[config.mk]
export PLATFORM = sky130hd
export DESIGN_NAME = fetch_prefetch_unit_flat
export DESIGN_NICKNAME = d
export VERILOG_FILES = /design/src/rtl/fetch_prefetch_unit_pkg.sv /design/src/rtl/fetch_prefetch_unit_if.sv /design/src/rtl/fetch_prefetch_unit_chk.sv /design/src/rtl/fetch_prefetch_unit_fifo.sv /design/src/rtl/fetch_prefetch_unit.sv /design/src/flat_wrapper.sv
export SDC_FILE = /design/constraint.sdc
export NUM_CORES = 1
export LEC_CHECK = 0
export ABC_CLOCK_PERIOD_IN_PS = 8000
export BUFFER_PORTS_ARGS = -buffer_cell sky130_fd_sc_hd__buf_2
export CAP_MARGIN = 20
export CORE_ASPECT_RATIO = 2
export CORE_MARGIN = 2
export CORE_UTILIZATION = 40
export CTS_CLUSTER_DIAMETER = 60
export CTS_CLUSTER_SIZE = 20
export DETAILED_ROUTE_END_ITERATION = 7
export HOLD_SLACK_MARGIN = 0.03
export PLACE_DENSITY = 0.64
export SYNTH_ARGS = -nofsm -noshare
export SYNTH_HDL_FRONTEND = slang
export SYNTH_HIERARCHICAL = 1
export SYNTH_SLANG_ARGS = --single-unit
[constraint.sdc]
create_clock -name clk -period 8 [get_ports clk]
set_input_delay 0.4 -clock clk [delete_from_list [all_inputs] [get_ports clk]]
set_output_delay 0.4 -clock clk [all_outputs]
set_load 0.01 [all_outputs]
[src/rtl/fetch_prefetch_unit_pkg.sv]
// Shared fetch-stage definitions: widths, PC step, fetch-entry layout and bubble word.
package fetch_prefetch_unit_pkg;

  localparam int ADDR_W  = 32;
  localparam int INSTR_W = 32;

  localparam logic [ADDR_W-1:0]  PC_STEP  = 32'd4;
  localparam logic [INSTR_W-1:0] NOP_WORD = 32'h0000_0000;

  typedef struct packed {
    logic [ADDR_W-1:0]  pc_plus4;
    logic [INSTR_W-1:0] instr;
  } fetch_entry_t;

  localparam fetch_entry_t EMPTY_ENTRY = '{pc_plus4: 32'h0000_0000, instr: 32'h0000_0000};

  function automatic logic [ADDR_W-1:0] next_pc(input logic [ADDR_W-1:0] pc);
    return pc + PC_STEP;
  endfunction

endpackage

[src/rtl/fetch_prefetch_unit_if.sv]
// Instruction-memory request/response bus between the fetch unit and the memory.
interface fetch_prefetch_unit_if;
  import fetch_prefetch_unit_pkg::*;

  logic                req;
  logic [ADDR_W-1:0]   addr;
  logic                ready;
  logic                rvalid;
  logic [INSTR_W-1:0]  rdata;

  modport master (output req, output addr, input ready, input rvalid, input rdata);
  modport slave  (input req, input addr, output ready, output rvalid, output rdata);

endinterface

[src/rtl/fetch_prefetch_unit_chk.sv]
// Protocol checks for the fetch unit: no orphan responses, no overflow, stable pending request.
module fetch_prefetch_unit_chk
  import fetch_prefetch_unit_pkg::*;
#(
  parameter int DEPTH = 4
) (
  input logic                    clk,
  input logic                    rst,
  input logic                    req,
  input logic                    ready,
  input logic [ADDR_W-1:0]       addr,
  input logic                    rvalid,
  input logic                    branch_taken,
  input logic                    push,
  input logic [$clog2(DEPTH):0]  outstanding,
  input logic [$clog2(DEPTH):0]  count
);
  localparam int CNT_W = $clog2(DEPTH) + 1;

  a_no_orphan_rvalid: assert property (@(posedge clk) disable iff (rst)
    rvalid |-> (outstanding != {CNT_W{1'b0}}));

  a_no_push_when_full: assert property (@(posedge clk) disable iff (rst)
    push |-> (count != CNT_W'(DEPTH)));

  // A stalled request must persist with the same address unless redirected
  a_req_held: assert property (@(posedge clk) disable iff (rst)
    (req && !ready && !branch_taken) |=> (branch_taken || (req && $stable(addr))));

endmodule

[src/rtl/fetch_prefetch_unit_fifo.sv]
// Prefetch FIFO of fetch entries; clear wins over push/pop, head is read straight from storage.
module fetch_fifo
  import fetch_prefetch_unit_pkg::*;
#(
  parameter int DEPTH = 4
) (
  input  logic                    clk,
  input  logic                    rst,
  input  logic                    clear,
  input  logic                    push,
  input  logic                    pop,
  input  fetch_entry_t            push_data,
  output fetch_entry_t            head,
  output logic [$clog2(DEPTH):0]  count
);
  localparam int PTR_W = $clog2(DEPTH);
  localparam int CNT_W = PTR_W + 1;

  fetch_entry_t       mem [DEPTH];
  logic [PTR_W-1:0]   wr_ptr_r;
  logic [PTR_W-1:0]   rd_ptr_r;
  logic [CNT_W-1:0]   count_r;
  logic               do_push_s;
  logic               do_pop_s;

  // Qualify push/pop against clear and emptiness
  always_comb begin
    do_push_s = push && !clear;
    do_pop_s  = pop && !clear && (count_r != {CNT_W{1'b0}});
  end

  // Storage, pointers (wrap mod DEPTH) and occupancy
  always_ff @(posedge clk or posedge rst) begin
    if (rst) begin
      wr_ptr_r <= {PTR_W{1'b0}};
      rd_ptr_r <= {PTR_W{1'b0}};
      count_r  <= {CNT_W{1'b0}};
      for (int i = 0; i < DEPTH; i++) begin
        mem[i] <= EMPTY_ENTRY;
      end
    end else if (clear) begin
      wr_ptr_r <= {PTR_W{1'b0}};
      rd_ptr_r <= {PTR_W{1'b0}};
      count_r  <= {CNT_W{1'b0}};
    end else begin
      if (do_push_s) begin
        mem[wr_ptr_r] <= push_data;
        wr_ptr_r      <= wr_ptr_r + PTR_W'(1);
      end
      if (do_pop_s) begin
        rd_ptr_r <= rd_ptr_r + PTR_W'(1);
      end
      case ({do_push_s, do_pop_s})
        2'b10:   count_r <= count_r + CNT_W'(1);
        2'b01:   count_r <= count_r - CNT_W'(1);
        default: count_r <= count_r;
      endcase
    end
  end

  // Head entry and occupancy exported directly
  always_comb begin
    head  = mem[rd_ptr_r];
    count = count_r;
  end

endmodule

[src/rtl/fetch_prefetch_unit.sv]
// Fetch stage: owns the fetch PC, issues credit-limited in-order requests, buffers responses
// in a prefetch FIFO and discards wrong-path responses after a branch redirect.
module fetch_prefetch_unit
  import fetch_prefetch_unit_pkg::*;
#(
  parameter int                DEPTH    = 4,
  parameter logic [ADDR_W-1:0] RESET_PC = 32'h0000_0000
) (
  input  logic                  clk,
  input  logic                  rst,
  input  logic                  freeze,
  input  logic                  branch_taken,
  input  logic [ADDR_W-1:0]     branch_addr,
  fetch_prefetch_unit_if.master imem,
  output logic                  valid,
  output logic [ADDR_W-1:0]     pc_out,
  output logic [INSTR_W-1:0]    instruction
);
  localparam int               CNT_W      = $clog2(DEPTH) + 1;
  localparam logic [CNT_W:0]   CREDIT_MAX = (CNT_W+1)'(DEPTH);
  localparam logic [CNT_W-1:0] CNT_ZERO   = {CNT_W{1'b0}};
  localparam logic [CNT_W-1:0] CNT_ONE    = CNT_W'(1);

  logic [ADDR_W-1:0] fetch_pc_r, fetch_pc_nxt_s;
  logic [ADDR_W-1:0] rsp_pc_r, rsp_pc_nxt_s;
  logic [CNT_W-1:0]  outstanding_r, outstanding_nxt_s;
  logic [CNT_W-1:0]  drop_cnt_r, drop_cnt_nxt_s;
  logic [CNT_W-1:0]  count_s;
  logic [CNT_W:0]    credit_s;
  logic              req_s, accept_s, dropping_s, push_s, pop_s, valid_s;
  fetch_entry_t      head_s, push_entry_s;

  fetch_fifo #(.DEPTH(DEPTH)) u_fifo (
    .clk       (clk),
    .rst       (rst),
    .clear     (branch_taken),
    .push      (push_s),
    .pop       (pop_s),
    .push_data (push_entry_s),
    .head      (head_s),
    .count     (count_s)
  );

  // Credit check uses registered state only; a same-cycle pop is not credited
  always_comb begin
    credit_s     = {1'b0, count_s} + {1'b0, outstanding_r};
    req_s        = !rst && !branch_taken && (credit_s < CREDIT_MAX);
    accept_s     = req_s && imem.ready;
    valid_s      = (count_s != CNT_ZERO);
    dropping_s   = (drop_cnt_r != CNT_ZERO);
    push_s       = imem.rvalid && !dropping_s && !branch_taken;
    pop_s        = valid_s && !freeze && !branch_taken;
    push_entry_s = '{pc_plus4: next_pc(rsp_pc_r), instr: imem.rdata};
  end

  // Next PC, response-address tracker, outstanding and drop counters
  always_comb begin
    case ({accept_s, imem.rvalid})
      2'b10:   outstanding_nxt_s = outstanding_r + CNT_ONE;
      2'b01:   outstanding_nxt_s = outstanding_r - CNT_ONE;
      default: outstanding_nxt_s = outstanding_r;
    endcase
    if (branch_taken) begin
      fetch_pc_nxt_s = branch_addr;
      rsp_pc_nxt_s   = branch_addr;
      // every request still in flight after this cycle is wrong-path
      drop_cnt_nxt_s = imem.rvalid ? (outstanding_r - CNT_ONE) : outstanding_r;
    end else begin
      fetch_pc_nxt_s = accept_s ? next_pc(fetch_pc_r) : fetch_pc_r;
      rsp_pc_nxt_s   = push_s ? next_pc(rsp_pc_r) : rsp_pc_r;
      drop_cnt_nxt_s = (imem.rvalid && dropping_s) ? (drop_cnt_r - CNT_ONE) : drop_cnt_r;
    end
  end

  // Fetch-side state registers
  always_ff @(posedge clk or posedge rst) begin
    if (rst) begin
      fetch_pc_r    <= RESET_PC;
      rsp_pc_r      <= RESET_PC;
      outstanding_r <= CNT_ZERO;
      drop_cnt_r    <= CNT_ZERO;
    end else begin
      fetch_pc_r    <= fetch_pc_nxt_s;
      rsp_pc_r      <= rsp_pc_nxt_s;
      outstanding_r <= outstanding_nxt_s;
      drop_cnt_r    <= drop_cnt_nxt_s;
    end
  end

  // Request bus and decode-facing head entry; bubble shown as zeros
  always_comb begin
    imem.req    = req_s;
    imem.addr   = fetch_pc_r;
    valid       = valid_s;
    pc_out      = valid_s ? head_s.pc_plus4 : {ADDR_W{1'b0}};
    instruction = valid_s ? head_s.instr : NOP_WORD;
  end

  fetch_prefetch_unit_chk #(.DEPTH(DEPTH)) u_chk (
    .clk          (clk),
    .rst          (rst),
    .req          (imem.req),
    .ready        (imem.ready),
    .addr         (imem.addr),
    .rvalid       (imem.rvalid),
    .branch_taken (branch_taken),
    .push         (push_s),
    .outstanding  (outstanding_r),
    .count        (count_s)
  );

endmodule

[src/flat_wrapper.sv]
// flat-port wrapper written by rule: the top's interface ports become plain ports
module fetch_prefetch_unit_flat import fetch_prefetch_unit_pkg::*;
#(
  parameter int                DEPTH    = 4,
  parameter logic [ADDR_W-1:0] RESET_PC = 32'h0000_0000
)
  (clk, rst, freeze, branch_taken, branch_addr, valid, pc_out, instruction, imem_req, imem_addr, imem_ready, imem_rvalid, imem_rdata);
  fetch_prefetch_unit_if imem_i ();
  input  logic clk;
  input  logic rst;
  input  logic freeze;
  input  logic branch_taken;
  input  logic [ADDR_W-1:0] branch_addr;
  output logic valid;
  output logic [ADDR_W-1:0] pc_out;
  output logic [INSTR_W-1:0] instruction;
  output wire logic [$bits(imem_i.req)-1:0] imem_req;
  output wire logic [$bits(imem_i.addr)-1:0] imem_addr;
  input wire logic [$bits(imem_i.ready)-1:0] imem_ready;
  input wire logic [$bits(imem_i.rvalid)-1:0] imem_rvalid;
  input wire logic [$bits(imem_i.rdata)-1:0] imem_rdata;
  assign imem_req = imem_i.req;
  assign imem_addr = imem_i.addr;
  assign imem_i.ready = imem_ready;
  assign imem_i.rvalid = imem_rvalid;
  assign imem_i.rdata = imem_rdata;
  fetch_prefetch_unit #(.DEPTH(DEPTH), .RESET_PC(RESET_PC)) u_core (.clk(clk), .rst(rst), .freeze(freeze), .branch_taken(branch_taken), .branch_addr(branch_addr), .imem(imem_i), .valid(valid), .pc_out(pc_out), .instruction(instruction));
endmodule
==> flow_metrics.py, run 1 <==
metrics = {
    "run_status": {
        "outcome": "complete, no violations",
    },
    "layout": {
        "drive_gt1_share_pct": 40.8,
        "fin_nets": 1442,
        "multi_input_area_mm2": 0.00782,
        "seqCellArea_mm2": 0.00834,
        "final_common_cell": "dfrtp_1",
        "syn2layout_area_growth_pct": 11.2,
        "final_cell_mix": "331 x dfrtp_1, 195 x mux2_2, 167 x buf_2",
        "n_fill_cell": 3725,
        "layoutNonFillerInstCount": 1910,
    },
    "clocking": {
        "cts_root_buf": "clkbuf_16",
        "cts_buffers": 23,
        "cts_tree": "built",
        "cts.sinks": 333,
        "clkLatencyLatePin_ns": 0.53,
        "clockBufferDepth": 3,
        "htreeDepth": 1,
        "clkSlewWorstSetupHoldPaths_ns": 0.09,
    },
    "floorplanning": {
        "coreArea_mm2": 0.0415,
        "fp.dieH_um": 293,
        "ioPinCount": 168,
        "die_width_um": 149,
        "placementRows": 106,
        "initial_core_util_pct": 40.3,
        "dieArea_mm2": 0.0436,
    },
    "power_and_ir_drop": {
        "ir_worst_vdd_uv": 179,
        "switching_power_mw": 1.12,
        "power_density_mw_per_mm2": 221,
        "cellLeakagePower_nw": 8.86,
        "switching_share_pct": 27.3,
        "pwr-share-comb_pct": 19.1,
        "clkPwrFrac_pct": 30.3,
        "p_seq_share_pct": 50.6,
        "p_int_mw": 2.99,
    },
    "placed_design": {
        "io_buffer_count": 167,
        "dp_hpwl_mm": 25.2,
        "place_inst": 1870,
        "gp_congestion": 0.792,
    },
    "synth": {
        "netlist_instances": 1230,
        "yosysSeqAreaShare_pct": 49.8,
        "ys_ff_latch": 333,
        "synth_edf_count": 0,
        "synth_flop_cell": "dfrtp_1",
        "ys_warn_count": 6,
        "synthArstFlopShare_pct": 100,
        "synth.distinct_cells": 69,
        "synth.avg_cell_area_um2": 13.6,
        "syn_nets": 1314,
        "synth_area_mm2": 0.0167,
    },
    "timing": {
        "rsz0062_at_grt": "no",
        "finalMaxSlewViolations": 0,
        "relSlewSlack_pct": 38.7,
        "worst_pin_slew_ns": 0.916,
        "clock_skew_ns": 0.0190,
        "finalSetupTns_ns": 0,
        "min_period_over_period_pct": 43.8,
        "fmax_ghz": 0.285,
        "final.min_clock_period_ns": 3.51,
        "hold_viol": 0,
        "setup_viol": 0,
    },
    "critical_path": {
        "cp.arrival_ns": 3.11,
        "cp-start-kind": "flop",
        "r2r.worst_path.cells": 10,
        "r2r-start": "u_core/u_fifo/count[2]$_DFFE_PP0P_",
        "path_class": "flop to primary output",
        "crit_chain": "buf_4, mux4_2, and2_1, buf_2",
        "critPathLaunch": "u_core/u_fifo/rd_ptr_r[0]$_DFFE_PP0P_",
        "crit_path_end_kind": "primary output",
        "crit_slowest_cell": "dfrtp_4",
        "max_stage_delay_ns": 0.80,
        "critPathMaxFanout": 39,
        "required_ns": 7.60,
    },
    "route": {
        "vias_per_cell": 5.46,
        "drtIter0Drc": 407,
        "drtPass1Iterations": 4,
        "routed_wl_mm": 39.5,
        "ant_nets": 0,
        "wl_per_cell_um": 20.7,
        "num_vias": 10400,
        "drc_errors": 0,
    },
    "hold_path": {
        "min_path_cells": 3,
        "hp-start": "branch_addr[0]",
        "hp-class": "primary input to flop",
    },
    "global_routing": {
        "grt_overflow": 0,
        "grt_max_degree": 92,
        "grt_pass1_vias": 11300,
        "antenna_found_initial": 1,
        "globalRouteTotalUtil_pct": 18.1,
        "grt_pass1_wl_mm": 62.8,
    },
    "run": {
        "max-cap-violations": 0,
    },
}
[synth_stat cells (all sizes together) (12+ instances only)]
library cell,number,area [µm²]
and2,69,433
buf,49,425
clkbuf,25,96.3
dfrtp,333,8330
ha,13,163
inv,21,78.8
mux2,262,3180
mux4,64,1440
nand2,70,338
nand3,38,203
nand4,23,195
nor2,32,120
nor3,12,71.3
o211ai,13,97.6
o21ai,47,235
xnor2,35,307
xor2,38,333
[repair_timing]
action / CTS / global route
hold endpoints to repair: 90 / 0
hold buffers: 1 / 0
buffers inserted: 0 / 0
resized for setup: 0 / 0
[path summary, 6_finish.rpt]
check	to	slack, ns
min in group asynchronous	u_core/imem.addr[0]$_DFFE_PP0P_	0.38
max	pc_out[12]	4.49
max in group asynchronous	u_core/u_fifo/mem[147]$_DFFE_PP0P_	6.30
min reg2reg	u_core/u_fifo/mem[56]$_DFFE_PP0P_	0.50
max reg2reg	u_core/u_fifo/count[2]$_DFFE_PP0P_	4.62
min	u_core/imem.addr[0]$_DFFE_PP0P_	0.09
[sequential cells by signal, indices dropped and copies added (netlist names)]
| signal | flops |
|---|---|
| u_core/drop_cnt_r | 3 |
| u_core/imem.addr | 32 |
| u_core/outstanding_r | 3 |
| u_core/rsp_pc_r | 32 |
| u_core/u_fifo/count | 3 |
| u_core/u_fifo/mem | 256 |
| u_core/u_fifo/rd_ptr_r | 2 |
| u_core/u_fifo/wr_ptr_r | 2 |
[routing by layer]
layer | track usage [%] | part of all wire (%)
met3 | 2.03 | 3.8
met2 | 32.1 | 52
met1 | 22.9 | 41
met5 | 0 | 0
met4 | 6.20 | 3.1
[power groups by stage]
stage | clock network, mW | registers, mW | logic, mW
5_1_grt | 1.36 | 2.11 | 0.865
2_1_floorplan | 0 | 2.06 | 0.601
4_1_cts | 1.30 | 2.08 | 0.796
3_5_place_dp | 0 | 2.11 | 0.790
6_report | 1.24 | 2.08 | 0.786
3_3_place_gp | 0 | 2.08 | 0.752
[per-stage QoR]
step	total power [mW]	hold WS (ns)	util [%]	cell area (µm²)	worst slack, ns
2_1_floorplan	2.66	0.459	-	16700	0.360
3_3_place_gp	2.84	0.394	42.9	17800	4.69
3_5_place_dp	2.90	0.405	42.9	17800	4.55
4_1_cts	4.17	0.0617	44.7	18600	4.36
5_1_grt	4.33	0.106	44.8	18600	4.26
6_report	4.11	0.0924	44.8	18600	4.49
[cell type report]
type	count	area share (%)
inverter	21	0.464
timing repair buffer	177	5.12
clock inverter	11	0.860
sequential	333	44.8
tap	540	3.63
clock buffer	25	3.13
antenna	1	0.0134
multi-input combinational	802	42.0
[cell families after synthesis]
logic type / after synthesis / synth area share, %
buffers and inverters: 95 / 3.59
flip-flops: 333 / 49.8
adder cells (fa/ha/maj): 14 / 1.09
XOR/XNOR: 73 / 3.82
AO/OA/AOI/OAI: 97 / 3.53
AND/OR/NAND/NOR: 289 / 10.5
multiplexers: 329 / 27.8
[critical path, delay by kind of cell (launching register included)]
family                 cells  cell delay, ns
buffers and inverters      2            0.92
AND/OR/NAND/NOR            1            0.18
flip-flops                 1            0.80
multiplexers               1            0.59
No activity file was read; power rests on OpenSTA's default activity.
==> run 2, diff against run 1 <==
- ABC_AREA: not set -> 1
- ABC_CLOCK_PERIOD_IN_PS: 8000 -> 3430
- PLACE_DENSITY: 0.64 -> 0.62
- clock period: 8 -> 3.43 ns (I/O delays scaled with it)
==> run 2 against run 1 <==
Die area shrank 0.11%. Final cell count grew 50%. Combinational power grew to 4.3 times the previous value. Sequential power grew 140%. Non-clock buffer count grew 83. Worst setup slack lost 3.8 ns. Global-route usage grew 3.3 points. Sequential share of layout area shrank 1.7 points. Hold slack lost 0.044 ns. Largest power group unchanged.
==> flow_metrics.py, run 2 <==
metrics = {
    "critical_path": {
        "cp.arrival_ns": 2.59,
        "max_stage_delay_ns": 0.53,
        "crit_path_end_kind": "primary output",
        "cp-start-kind": "flop",
        "rrSetupSlack_ns": 0.83,
        "path_class": "flop to primary output",
        "critPathMaxFanout": 63,
        "crit_chain": "inv_4, buf_12, o21ai_0, o22ai_1, inv_1, nor2_1, buf_2",
        "crit_slowest_cell": "inv_4",
        "crit_family": "buffers and inverters",
        "required_ns": 3.26,
        "cp.buffers_inverters": 4,
    },
    "clocking": {
        "cts_buffers": 22,
        "clockBufferDepth": 3,
        "post_cts_buffers": 0,
        "cts_tree": "built",
        "cts_root_buf": "clkbuf_16",
        "cts.sinks": 333,
        "clkLatencyLatePin_ns": 0.55,
        "htreeDepth": 1,
        "clkSlewWorstSetupHoldPaths_ns": 0.09,
    },
    "global_routing": {
        "globalRouteTotalUtil_pct": 21.5,
        "grt_overflow": 0,
        "antenna_found_initial": 1,
        "grt_pass1_vias": 14100,
        "grt_pass1_wl_mm": 75.9,
        "grt_max_degree": 129,
    },
    "synth": {
        "synth.distinct_cells": 40,
        "synth_common_cells": "540 x nand2_1, 407 x o21ai_0, 333 x dfrtp_1",
        "ys_warn_count": 6,
        "ys_ff_latch": 333,
        "yosysMostFrequentCell": "nand2_1",
        "synth_area_mm2": 0.0167,
        "yosysTopAreaCell": "dfrtp_1",
        "synth.avg_cell_area_um2": 7.75,
        "synth_area_leaders": "dfrtp_1 50%, o21ai_0 12%, nand2_1 12%",
        "synth_edf_count": 0,
        "syn_nets": 2243,
        "netlist_instances": 2159,
        "yosysSeqAreaShare_pct": 49.8,
        "synthArstFlopShare_pct": 100,
        "synth_flop_cell": "dfrtp_1",
        "synth.top_cell.area_share_pct": 49.8,
    },
    "timing": {
        "finalMaxSlewViolations": 0,
        "setup_viol": 0,
        "worst_pin_slew_ns": 0.847,
        "setup_ws_ns": 0.672,
        "finalSetupTns_ns": 0,
        "rsz0062_at_grt": "no",
        "fmax_ghz": 0.363,
        "hold_viol": 0,
        "clock_skew_ns": 0.0181,
        "final.min_clock_period_ns": 2.76,
        "min_period_over_period_pct": 80.4,
        "relSlewSlack_pct": 43.5,
    },
    "layout": {
        "fin_nets": 2406,
        "syn2layout_area_growth_pct": 15.6,
        "layoutNonFillerInstCount": 2871,
        "fin_util_pct": 46.6,
        "top_register": "u_core/u_fifo/mem",
        "largest_register_ffs": 256,
        "final_common_cell": "nand2_1",
        "final_cell_mix": "536 x nand2_1, 407 x o21ai_0, 331 x dfrtp_1",
        "drive_gt1_share_pct": 11.6,
    },
    "power_and_ir_drop": {
        "power_density_mw_per_mm2": 573,
        "fin_total_pwr_mw": 11.1,
        "cellLeakagePower_nw": 9.60,
        "ir_worst_vdd_uv": 503,
    },
    "floorplanning": {
        "dieArea_mm2": 0.0436,
        "initial_core_util_pct": 40.3,
        "coreArea_mm2": 0.0415,
        "die_width_um": 149,
        "placementRows": 106,
        "fp.dieH_um": 293,
        "ioPinCount": 168,
    },
    "route": {
        "vias_per_cell": 5.09,
        "drtIter0Drc": 869,
        "drt-met1-wl_mm": 20.9,
        "top_layer": "met4",
        "drc_errors": 0,
        "drtPass1Iterations": 6,
        "num_vias": 14600,
        "wl_met3_mm": 2.23,
        "wl_per_cell_um": 16.1,
        "wl_met2_mm": 21.7,
        "ant_nets": 0,
        "routed_wl_mm": 46.2,
    },
    "run_status": {
        "outcome": "complete, no violations",
    },
    "placed_design": {
        "io_buffer_count": 167,
        "gp_congestion": 0.889,
        "place_inst": 2774,
        "dpl_worst_slack_ns": 0.811,
        "dp_hpwl_mm": 29.3,
    },
    "run": {
        "max-cap-violations": 0,
    },
    "hold_path": {
        "hp-class": "primary input to flop",
    },
}
## run 2: changes by cell type after synthesis, moves of 61 or more
cell,previous run,this run
nand2_1,64,540
o21ai_0,46,407
nor2_1,32,247
inv_1,20,216
mux2_2,195,0
and2_1,67,2
o22ai_1,1,66
mux4_2,64,0
mux2_4,61,0
## run 2: worst paths after layout
kind / start / end / cells after the start
worst min register to register: u_core/imem.addr[1]$_DFFE_PP0P_ / u_core/imem.addr[1]$_DFFE_PP0P_ / 2
worst max register to register: u_core/drop_cnt_r[0]$_DFFE_PP0P_ / u_core/u_fifo/mem[97]$_DFFE_PP0P_ / 10
max in group asynchronous: rst / u_core/u_fifo/mem[146]$_DFFE_PP0P_ / 4
worst max-delay path: u_core/u_fifo/rd_ptr_r[0]$_DFFE_PP0P_ / pc_out[25] / 7
worst min-delay path: branch_addr[25] / u_core/rsp_pc_r[25]$_DFFE_PP0N_ / 5
min in group asynchronous: rst / u_core/u_fifo/count[0]$_DFFE_PP0P_ / 3
## run 2: cell families (layout without fill, tap and decap cells)
group	Yosys count	count (layout)	share of synthesized area, %
AO/OA/AOI/OAI	506	506	15.9
XOR/XNOR	40	40	2.18
adder cells (fa/ha/maj)	14	14	1.09
buffers and inverters	345	516	8.55
flip-flops	333	333	49.8
other	0	1	0
AND/OR/NAND/NOR	921	921	22.5
## run 2: area by class of cell
cell class / instances / area, µm²
Clock inverter: 8 / 108
Timing Repair Buffer: 260 / 1790
Inverter: 224 / 847
Antenna cell: 1 / 2.50
Clock buffer: 24 / 579
Tap cell: 540 / 676
Fill cell: 4196 / 22200
Multi-Input combinational cell: 1481 / 7000
Sequential cell: 333 / 8340
## run 2: metrics by stage
step	hold WS [ns]	cell area, µm²
floorplan	0.304	16700
global placement	0.213	18000
detailed placement	0.201	18000
CTS	0.0352	19300
global route	0.0799	19300
finish	0.0488	19300
## run 2: timing repair
action / CTS / global route
hold buffers: 64 / 0
resized for setup: 0 / 0
endpoints found under the hold margin: 212 / 0
## run 2: worst min-delay path, delay by kind of cell
kind / cells / cell delay (ns)
buf+inv: 2 / 0.12
simple gates: 2 / 0.16
compound gates: 1 / 0.11
## run 2: metal layers
metal | global-route usage [%] | up-vias
li1 | - | 7230
met2 | 35.6 | 394
met5 | 0 | -
met3 | 2.13 | 76
met4 | 6.57 | 0
met1 | 29.7 | 6910
## run 2: power breakdown
group,leakage [nW],switching [mW],internal [mW]
logic,4.81,2.16,1.25
clock network,0.340,1.41,1.38
registers,4.45,0.441,4.45
